<file path="src/rtl/mix_columns_seq_if.sv">
// Handshake bundle between ShiftRows, the MixColumns stage and AddRoundKey.
// The master side drives the input beat and consumes the result; the slave
// side is the MixColumns block itself.
interface mix_columns_seq_if;
    logic         in_valid;
    logic         in_ready;
    logic [127:0] data_in;
    logic         last_round;
    logic         out_valid;
    logic         out_ready;
    logic [127:0] data_out;
    logic         busy;

    modport master (
        output in_valid, data_in, last_round, out_ready,
        input  in_ready, out_valid, data_out, busy
    );

    modport slave (
        input  in_valid, data_in, last_round, out_ready,
        output in_ready, out_valid, data_out, busy
    );
endinterface

</file>
<file path="src/rtl/mix_columns_seq.sv">
// Iterative AES MixColumns: one 32-bit column per clock through a single shared
// column unit, four columns per state. A last-round block skips the arithmetic
// and is presented unchanged on the cycle after it is accepted.
module mix_columns_seq (
    input  logic                 clk,
    input  logic                 rst_n,
    mix_columns_seq_if.slave     bus
);

    typedef enum logic [1:0] {
        IDLE = 2'd0,
        CALC = 2'd1,
        DONE = 2'd2
    } state_t;

    state_t       state, state_nxt;
    logic [1:0]   col_cnt;
    logic [127:0] st;
    logic [31:0]  col_in;
    logic [31:0]  col_out;
    logic         in_xfer;
    logic         out_xfer;

    // GF(2^8) multiply by 2 with reduction by the AES polynomial.
    function automatic logic [7:0] xtime(input logic [7:0] b);
        return {b[6:0], 1'b0} ^ (b[7] ? 8'h1B : 8'h00);
    endfunction

    // One MixColumns column; the top byte is row 0.
    function automatic logic [31:0] mix_col(input logic [31:0] c);
        logic [7:0] a0, a1, a2, a3;
        logic [7:0] r0, r1, r2, r3;
        a0 = c[31:24];
        a1 = c[23:16];
        a2 = c[15:8];
        a3 = c[7:0];
        r0 = xtime(a0) ^ (xtime(a1) ^ a1) ^ a2 ^ a3;
        r1 = a0 ^ xtime(a1) ^ (xtime(a2) ^ a2) ^ a3;
        r2 = a0 ^ a1 ^ xtime(a2) ^ (xtime(a3) ^ a3);
        r3 = (xtime(a0) ^ a0) ^ a1 ^ a2 ^ xtime(a3);
        return {r0, r1, r2, r3};
    endfunction

    // Handshake qualifiers. in_ready in DONE depends on out_ready so a new
    // block can be loaded on the same edge the finished one leaves.
    assign bus.in_ready  = (state == IDLE) || ((state == DONE) && bus.out_ready);
    assign in_xfer       = bus.in_valid && bus.in_ready;
    assign out_xfer      = (state == DONE) && bus.out_ready;

    // Status and result are straight decodes of registered state.
    assign bus.out_valid = (state == DONE);
    assign bus.busy      = (state != IDLE);
    assign bus.data_out  = st;

    // Select the column currently being transformed; column 0 is the top word.
    always_comb begin
        // NOTE: a default before the case keeps this purely combinational; a
        // path that leaves col_in unassigned would infer a latch.
        col_in = st[127:96];
        case (col_cnt)
            2'd0: col_in = st[127:96];
            2'd1: col_in = st[95:64];
            2'd2: col_in = st[63:32];
            2'd3: col_in = st[31:0];
            default: col_in = st[127:96];
        endcase
    end

    assign col_out = mix_col(col_in);

    // Next-state decode.
    always_comb begin
        state_nxt = state;
        case (state)
            IDLE: begin
                if (in_xfer) state_nxt = bus.last_round ? DONE : CALC;
            end
            CALC: begin
                if (col_cnt == 2'd3) state_nxt = DONE;
            end
            DONE: begin
                if (in_xfer)       state_nxt = bus.last_round ? DONE : CALC;
                else if (out_xfer) state_nxt = IDLE;
            end
            default: state_nxt = IDLE;
        endcase
    end

    // State register.
    always_ff @(posedge clk or negedge rst_n) begin
        // NOTE: sequential state uses non-blocking assignments so every
        // register samples pre-edge values regardless of process order.
        if (!rst_n) state <= IDLE;
        else        state <= state_nxt;
    end

    // Column counter: cleared on load, walks 0..3 during CALC.
    always_ff @(posedge clk or negedge rst_n) begin
        if (!rst_n) begin
            col_cnt <= 2'd0;
        end else if (in_xfer) begin
            col_cnt <= 2'd0;
        end else if (state == CALC) begin
            col_cnt <= col_cnt + 2'd1;
        end
    end

    // State register: load on accept, rewrite one column per CALC cycle,
    // otherwise hold so data_out is stable under backpressure.
    always_ff @(posedge clk or negedge rst_n) begin
        // NOTE: st is reset because it drives data_out directly and must read
        // zero after reset; an aborted block never leaks out.
        if (!rst_n) begin
            st <= 128'h0;
        end else if (in_xfer) begin
            st <= bus.data_in;
        end else if (state == CALC) begin
            case (col_cnt)
                2'd0: st[127:96] <= col_out;
                2'd1: st[95:64]  <= col_out;
                2'd2: st[63:32]  <= col_out;
                2'd3: st[31:0]   <= col_out;
                default: st <= st;
            endcase
        end
    end

endmodule

</file>
<file path="src/flat_wrapper.sv">
// flat-port wrapper written by rule: the top's interface ports become plain ports
module mix_columns_seq_flat 
  (clk, rst_n, bus_in_valid, bus_data_in, bus_last_round, bus_out_ready, bus_in_ready, bus_out_valid, bus_data_out, bus_busy);
  mix_columns_seq_if bus_i ();
  input  logic clk;
  input  logic rst_n;
  input wire logic [$bits(bus_i.in_valid)-1:0] bus_in_valid;
  input wire logic [$bits(bus_i.data_in)-1:0] bus_data_in;
  input wire logic [$bits(bus_i.last_round)-1:0] bus_last_round;
  input wire logic [$bits(bus_i.out_ready)-1:0] bus_out_ready;
  output wire logic [$bits(bus_i.in_ready)-1:0] bus_in_ready;
  output wire logic [$bits(bus_i.out_valid)-1:0] bus_out_valid;
  output wire logic [$bits(bus_i.data_out)-1:0] bus_data_out;
  output wire logic [$bits(bus_i.busy)-1:0] bus_busy;
  assign bus_i.in_valid = bus_in_valid;
  assign bus_i.data_in = bus_data_in;
  assign bus_i.last_round = bus_last_round;
  assign bus_i.out_ready = bus_out_ready;
  assign bus_in_ready = bus_i.in_ready;
  assign bus_out_valid = bus_i.out_valid;
  assign bus_data_out = bus_i.data_out;
  assign bus_busy = bus_i.busy;
  mix_columns_seq u_core (.clk(clk), .rst_n(rst_n), .bus(bus_i));
endmodule
</file>
<file path="config.mk">
export PLATFORM = sky130hd
export DESIGN_NAME = mix_columns_seq_flat
export DESIGN_NICKNAME = d
export VERILOG_FILES = /design/src/rtl/mix_columns_seq_if.sv /design/src/rtl/mix_columns_seq.sv /design/src/flat_wrapper.sv
export SDC_FILE = /design/constraint.sdc
export NUM_CORES = 1
export LEC_CHECK = 0
export CAP_MARGIN = 20
export CORE_MARGIN = 8
export CORE_UTILIZATION = 34
export DETAILED_ROUTE_END_ITERATION = 7
export SYNTH_ARGS = -nofsm -noshare
export SYNTH_HDL_FRONTEND = slang
export SYNTH_SLANG_ARGS = --single-unit
</file>
<file path="constraint.sdc">
create_clock -name clk -period 2.5 [get_ports clk]
set_input_delay 0.5 -clock clk [delete_from_list [all_inputs] [get_ports clk]]
set_output_delay 0.5 -clock clk [all_outputs]
set_load 0.03 [all_outputs]
</file>
Yosys cells after proc, flatten, opt, wreduce, memory -nomap -nowiden

Index checks and enable logic that the tools add are counted.

Mux-type cells: 19
Bitwise operators: 20
Add/subtract/negate cells: 1
Reduce and logical (&&, ||, !) cells: 16
Eq/ne operators: 8

Operators by type and width:

| operator                                                                 | number |
|---|---|
| 128-bit 2-to-1 mux                                                       | 2 |
| 8-bit bitwise XOR                                                        | 20 |
| 32-bit 2-to-1 mux                                                        | 4 |
| 32-bit one-hot mux with 4 select lines                                   | 1 |
| 5-bit 2-to-1 mux                                                         | 4 |
| 2-bit 2-to-1 mux                                                         | 7 |
| 2-bit nonzero test                                                       | 6 |
| 2-bit AND reduction                                                      | 4 |
| 2-bit equality test (second input constant)                              | 3 |
| 2-bit one-hot mux with 3 select lines                                    | 1 |
| 2-bit by 1-bit equality test with 1-bit output (second input constant)   | 2 |
| 2-bit zero test                                                          | 2 |
| 2-bit by 1-bit inequality test with 1-bit output (second input constant) | 2 |
| 3-bit by 1-bit inequality test with 1-bit output (second input constant) | 1 |
| 3-bit AND reduction                                                      | 1 |
| 2-bit by 1-bit adder with 2-bit output (second input constant)           | 1 |
| 1-bit logical AND                                                        | 2 |
| 1-bit logical OR                                                         | 1 |

Register bits: 132
Bits of input ports: 133
Output and inout port bits: 131
Word-level logic and storage cells: 70

Logic depth before layout (Yosys ltp)

Depth in word-level cells: 11
Gate-level depth with buffers: 10
Mapped depth without buffers: 8

Least setup slack after synthesis

Ideal clock, no wire load.

Path type: reg-to-reg
Start: register u_core.col_cnt[0]
End: register u_core.st[33], in the netlist u_core.bus.data_out[33]
Library setup time: 130 ps
Stages on the path, launching flop included: 10
Setup slack: -180 ps
Path buffers: 2
Clock period less this slack: 2,680 ps
Required time: 2,370 ps
Arrival: 2,549 ps
Cells stage by stage: dfrtp_1 > ha_1 > buf_2 > buf_2 > a222oi_1 > xor2_1 > a21oi_1 > xor2_1 > xnor2_1 > o21ai_0

Longest elaborated chain between the ends: 11
Elaborated cells between the ends (all ways): 18
Those cells by class: 3 x eq/ne; 6 x mux; 6 x bitwise; 3 x reduce/logical

Ends and longest elaborated chain:

| element                                     | line                   | text |
|---|---|---|
| from (decl)                                 | mix_columns_seq.sv:17  | `logic [1:0] col_cnt;` |
| from (signal assigned)                      | mix_columns_seq.sv:104 | `col_cnt <= col_cnt + 2'd1;` |
| 2-bit equality test (tied with other cells) | mix_columns_seq.sv:60  | `case (col_cnt)` |
| 32-bit one-hot mux with 4 select lines      | mix_columns_seq.sv:60  |  |
| 5-bit 2-to-1 mux                            | mix_columns_seq.sv:26  | `return {b[6:0], 1'b0} ^ (b[7] ? 8'h1B : 8'h00);` |
| 8-bit bitwise XOR                           | mix_columns_seq.sv:26  |  |
| 8-bit bitwise XOR (4 in series)             | mix_columns_seq.sv:40  | `r3 = (xtime(a0) ^ a0) ^ a1 ^ a2 ^ xtime(a3);` |
| 32-bit 2-to-1 mux                           | mix_columns_seq.sv:118 | `case (col_cnt)` |
| 128-bit 2-to-1 mux                          | mix_columns_seq.sv:117 | `end else if (state == CALC) begin` |
| 128-bit 2-to-1 mux                          | mix_columns_seq.sv:115 | `end else if (in_xfer) begin` |
| to (signal assigned)                        | mix_columns_seq.sv:116 | `st <= bus.data_in;` |
| to (signal assigned)                        | mix_columns_seq.sv:121 | `2'd2: st[63:32] <= col_out;` |
| to (signal assigned)                        | mix_columns_seq.sv:123 | `default: st <= st;` |
| to (decl)                                   | mix_columns_seq.sv:18  | `logic [127:0] st;` |

Parallel ways exist; a longest one is shown, timed or not. The select of a mux whose other input is x is not followed.
A chain may end at the register's enable or synchronous reset.

Final worst setup path

Start: register u_core.col_cnt[1]
End: register u_core.st[50], in the netlist u_core.bus.data_out[50]

Longest elaborated chain between the ends: 9
Elaborated cells between the ends (all ways): 16
Those cells by class: 3 x eq/ne; 4 x mux; 6 x bitwise; 3 x reduce/logical

Ends and longest elaborated chain:

| element                                     | line                   | text |
|---|---|---|
| 2-bit equality test (tied with other cells) | mix_columns_seq.sv:60  |  |
| 32-bit one-hot mux with 4 select lines      | mix_columns_seq.sv:60  |  |
| 8-bit bitwise XOR                           | mix_columns_seq.sv:26  |  |
| 8-bit bitwise XOR (3 in series)             | mix_columns_seq.sv:38  | `r1 = a0 ^ xtime(a1) ^ (xtime(a2) ^ a2) ^ a3;` |
| 32-bit 2-to-1 mux                           | mix_columns_seq.sv:118 |  |
| 128-bit 2-to-1 mux                          | mix_columns_seq.sv:117 |  |
| 128-bit 2-to-1 mux                          | mix_columns_seq.sv:115 |  |

Parallel ways exist; a longest one is shown, timed or not. The select of a mux whose other input is x is not followed.

==> insert_results.sql <==
INSERT INTO impl_metrics (metric_group, metric, value, unit) VALUES
('floorplanning', 'die_width', '172', 'um'),
('timing', 'max_freq', '365', 'MHz'),
('cts', 'tritoncts', 'done', ''),
('yosys', 'synthesis.area', '8320', 'um^2'),
('timing', 'grt_setup_unrepaired', 'true', ''),
('floorplanning', 'design.portCount', '264', ''),
('drt', 'route.final.wire_length', '38.1', 'mm'),
('yosys', 'synthFlopType', 'sky130_fd_sc_hd__dfrtp_1', ''),
('floorplanning', 'floorplan.core_area', '24200', 'um^2'),
('placement', 'place_ws', '-0.407', 'ns'),
('drt', 'ant_nets', '0', ''),
('worst_hold_path', 'hp-class', 'input pin to async pin', ''),
('global_routing', 'grt_overflow', '0', ''),
('final_layout', 'multi_input_area', '5720', 'um^2'),
('final_layout', 'nNetsFinal', '1424', ''),
('run_status', 'violated_checks', 'setup timing', ''),
('final_layout', 'drive_gt1_share', '26.2', '%'),
('drt', 'routed_via_density', '5.47', ''),
('timing', 'maxSlewViolCount', '0', ''),
('final_layout', 'area_growth_syn_to_layout', '71.5', '%'),
('cts', 'worstSkewPairLatency', '0.43', 'ns'),
('floorplanning', 'die_h', '172', 'um'),
('timing', 'worst_slew_pin_tran', '0.579', 'ns'),
('timing', 'final_min_period_over_clock_period', '110', '%'),
('run_status', 'outcome', 'finished with violations', ''),
('yosys', 'asyncSetResetFlopFracSynth', '100', '%'),
('yosys', 'yosysTopAreaCell', 'sky130_fd_sc_hd__dfrtp_1', ''),
('yosys', 'syn_avg_cell_area', '9.23', 'um^2'),
('yosys', 'syn_warnings', '0', ''),
('floorplanning', 'die_area', '29700', 'um^2'),
('yosys', 'leading_post_synthesis_cells_by_cell_area', 'sky130_fd_sc_hd__dfrtp_1, sky130_fd_sc_hd__xnor2_1, sky130_fd_sc_hd__o21ai_0, sky130_fd_sc_hd__xor2_1, sky130_fd_sc_hd__a22oi_1', ''),
('placement', 'dpl.hpwl', '27.5', 'mm'),
('cts', 'cts.reportedPaths.clkPinSlew', '0.06', 'ns'),
('worst_setup_path', 'r2r_cells', '11', ''),
('timing', 'final.min_clock_period', '2.74', 'ns'),
('run', 'max-cap-violations', '0', ''),
('worst_setup_path', 'worst_ep_required_time', '2.80', 'ns'),
('timing', 'final-setup-viol-count', '101', ''),
('final_layout', 'fill_cells', '2016', ''),
('cts', 'cts_inserted_buffers', '17', ''),
('placement', 'port_buffers', '263', ''),
('global_routing', 'global_route_wire_length_before_repair', '54.3', 'mm'),
('worst_setup_path', 'timing.setup.critical_path_class', 'flip-flop to flip-flop', ''),
('yosys', 'synth_enable_flop_cells', '0', ''),
('worst_setup_path', 'critical_path.cell_chain', 'inv_2 -> ha_4 -> clkbuf_16 -> a222oi_1 -> buf_4 -> xor2_4 -> xnor2_1 -> o21ai_1 -> xnor2_1 -> buf_4 -> o21ai_0', ''),
('yosys', 'synthesis.instances', '901', ''),
('yosys', 'synth_nets', '1038', ''),
('drt', 'dr.first_iter.drc_count', '1071', ''),
('drt', 'via_count', '8872', ''),
('drt', 'drt_first_pass_iters', '8', ''),
('cts', 'max-clock-path-buffers', '2', ''),
('global_routing', 'largest_net_degree_at_the_start_of_global_routing', '59', ''),
('worst_setup_path', 'r2r_setup_slack', '-0.24', 'ns'),
('yosys', 'synth_cell_type_count', '29', ''),
('placement', 'routabilityCongestion', '0.875', ''),
('global_routing', 'grtUsageTotal', '24.2', '%'),
('worst_setup_path', 'worst-path-max-fanout', '8', ''),
('worst_setup_path', 'arrival', '3.04', 'ns'),
('drt', 'routedWlPerCell', '23.5', 'um'),
('yosys', 'ys_ff_latch', '132', ''),
('final_layout', 'sequential_cell_area', '3310', 'um^2'),
('cts', 'numClockSinks', '132', ''),
('drt', 'drc', '0', ''),
('timing', 'finalHoldViolCount', '0', ''),
('yosys', 'yosysTopAreaCellShare', '39.7', '%'),
('worst_setup_path', 'cp_num_buf_inv', '4', ''),
('cts', 'clockRootBuffer', 'sky130_fd_sc_hd__clkbuf_16', ''),
('global_routing', 'vias_in_the_first_global_route', '8817', ''),
('timing', 'finalWorstSetupSlack', '-0.239', 'ns'),
('timing', 'timing.max_slew.rel_slack', '61.1', '%'),
('yosys', 'seq_area_frac_synth', '39.7', '%');
-- cells by family (layout without fill, tap and decap cells) --
family	Yosys count	in the layout	share of synthesized area, %
mux	5	5	0.602
xor+xnor	200	200	21.6
buf+inv	81	479	3.91
simple gates	132	132	8.22
compound gates	347	347	25.4
flops	132	132	39.7
fa+ha+maj	4	4	0.602
-- stage by stage --
stage          area [um^2]  util [%]  hold slack [ns]  instances  TNS, ns
4_1_cts              13500      55.9           0.0436       1607    -8.78
6_report             14300      59.0           0.0325       1623   -13.26
3_3_place_gp         12300      51.0            0.497       1564   -15.16
3_5_place_dp         12300      51.0            0.498       1564   -19.88
5_1_grt              14300      59.0           0.0636       1623   -22.45
2_1_floorplan         8380         -            0.204        901    -1.42
-- cell usage after synthesis, drive strengths merged, types with 5 or more instances --
library cell	instances
clkbuf	70
dfrtp	132
o21ai	152
and3	56
xnor2	123
a222oi	32
xor2	75
a22oi	67
nand2	27
a21boi	6
buf	7
a21oi	87
nor2	28
mux2i	5
and2	7
nand2b	6
-- worst max path at each step --
stage / startpoint / endpoint / slack (ns) / cells past startpoint
6_report: u_core.col_cnt[1]$_DFFE_PN0P_ / u_core.bus.data_out[50]$_DFFE_PN0P_ / -0.24 / 11
5_1_grt: u_core.col_cnt[0]$_DFFE_PN0P_ / u_core.bus.data_out[89]$_DFFE_PN0P_ / -0.31 / 10
4_1_cts: u_core.col_cnt[1]$_DFFE_PN0P_ / u_core.bus.data_out[9]$_DFFE_PN0P_ / -0.15 / 13
3_5_place_dp: u_core.col_cnt[0]$_DFFE_PN0P_ / u_core.bus.data_out[32]$_DFFE_PN0P_ / -0.41 / 12
3_3_place_gp: u_core.col_cnt[0]$_DFFE_PN0P_ / u_core.bus.data_out[70]$_DFFE_PN0P_ / -0.40 / 9
2_1_floorplan: u_core.col_cnt[0]$_DFFE_PN0P_ / u_core.bus.data_out[9]$_DFFE_PN0P_ / -0.09 / 9
-- layout by cell type (no fill, tap or decap), types with 10 or more instances in the layout --
master / n
sky130_fd_sc_hd__xor2_2: 20
sky130_fd_sc_hd__o21ai_1: 71
sky130_fd_sc_hd__o21ai_0: 53
sky130_fd_sc_hd__dfrtp_1: 130
sky130_fd_sc_hd__xor2_1: 44
sky130_fd_sc_hd__and3_1: 56
sky130_fd_sc_hd__nand2_1: 27
sky130_fd_sc_hd__xor2_4: 11
sky130_fd_sc_hd__xnor2_4: 11
sky130_fd_sc_hd__clkdlybuf4s50_1: 261
sky130_fd_sc_hd__buf_6: 19
sky130_fd_sc_hd__buf_12: 10
sky130_fd_sc_hd__a222oi_1: 32
sky130_fd_sc_hd__a21oi_1: 75
sky130_fd_sc_hd__a21oi_2: 10
sky130_fd_sc_hd__buf_4: 148
sky130_fd_sc_hd__xnor2_2: 28
sky130_fd_sc_hd__a22oi_1: 67
sky130_fd_sc_hd__clkbuf_16: 18
sky130_fd_sc_hd__xnor2_1: 84
sky130_fd_sc_hd__o21ai_2: 24
sky130_fd_sc_hd__nor2_1: 28
-- cell type report --
type	instances	area share, %
clock buffer	19	3.18
clock inverter	12	0.912
inverter	4	0.105
multi-input combinational	688	40.1
sequential	132	23.2
tap	324	2.84
timing repair buffer	444	29.7
-- registers in the layout (all words and copies together) (netlist names) --
signal               flops
u_core.col_cnt           2
u_core.state             2
u_core.bus.data_out    128
-- timing repair --
| item | in CTS | in global routing |
|---|---|---|
| setup endpoints to repair | 113 | 120 |
| hold buffers | 0 | 0 |
| pin swaps | 39 | 43 |
| cloned | 0 | 1 |
| resized for setup | 91 | 155 |
| endpoints found under the hold margin | 0 | 0 |
| buffers inserted | 12 | 15 |
-- metal layers --
metal | share of wire (%) | GRT usage [%]
met2 | 46 | 37.0
met1 | 43 | 33.6
met3 | 8.9 | 5.14
met4 | 2.1 | 7.42
met5 | 0 | 0
Power is left out: the tool's default activity adds up to more than one toggle a clock period on the data nets, which glitch-free logic cannot reach.
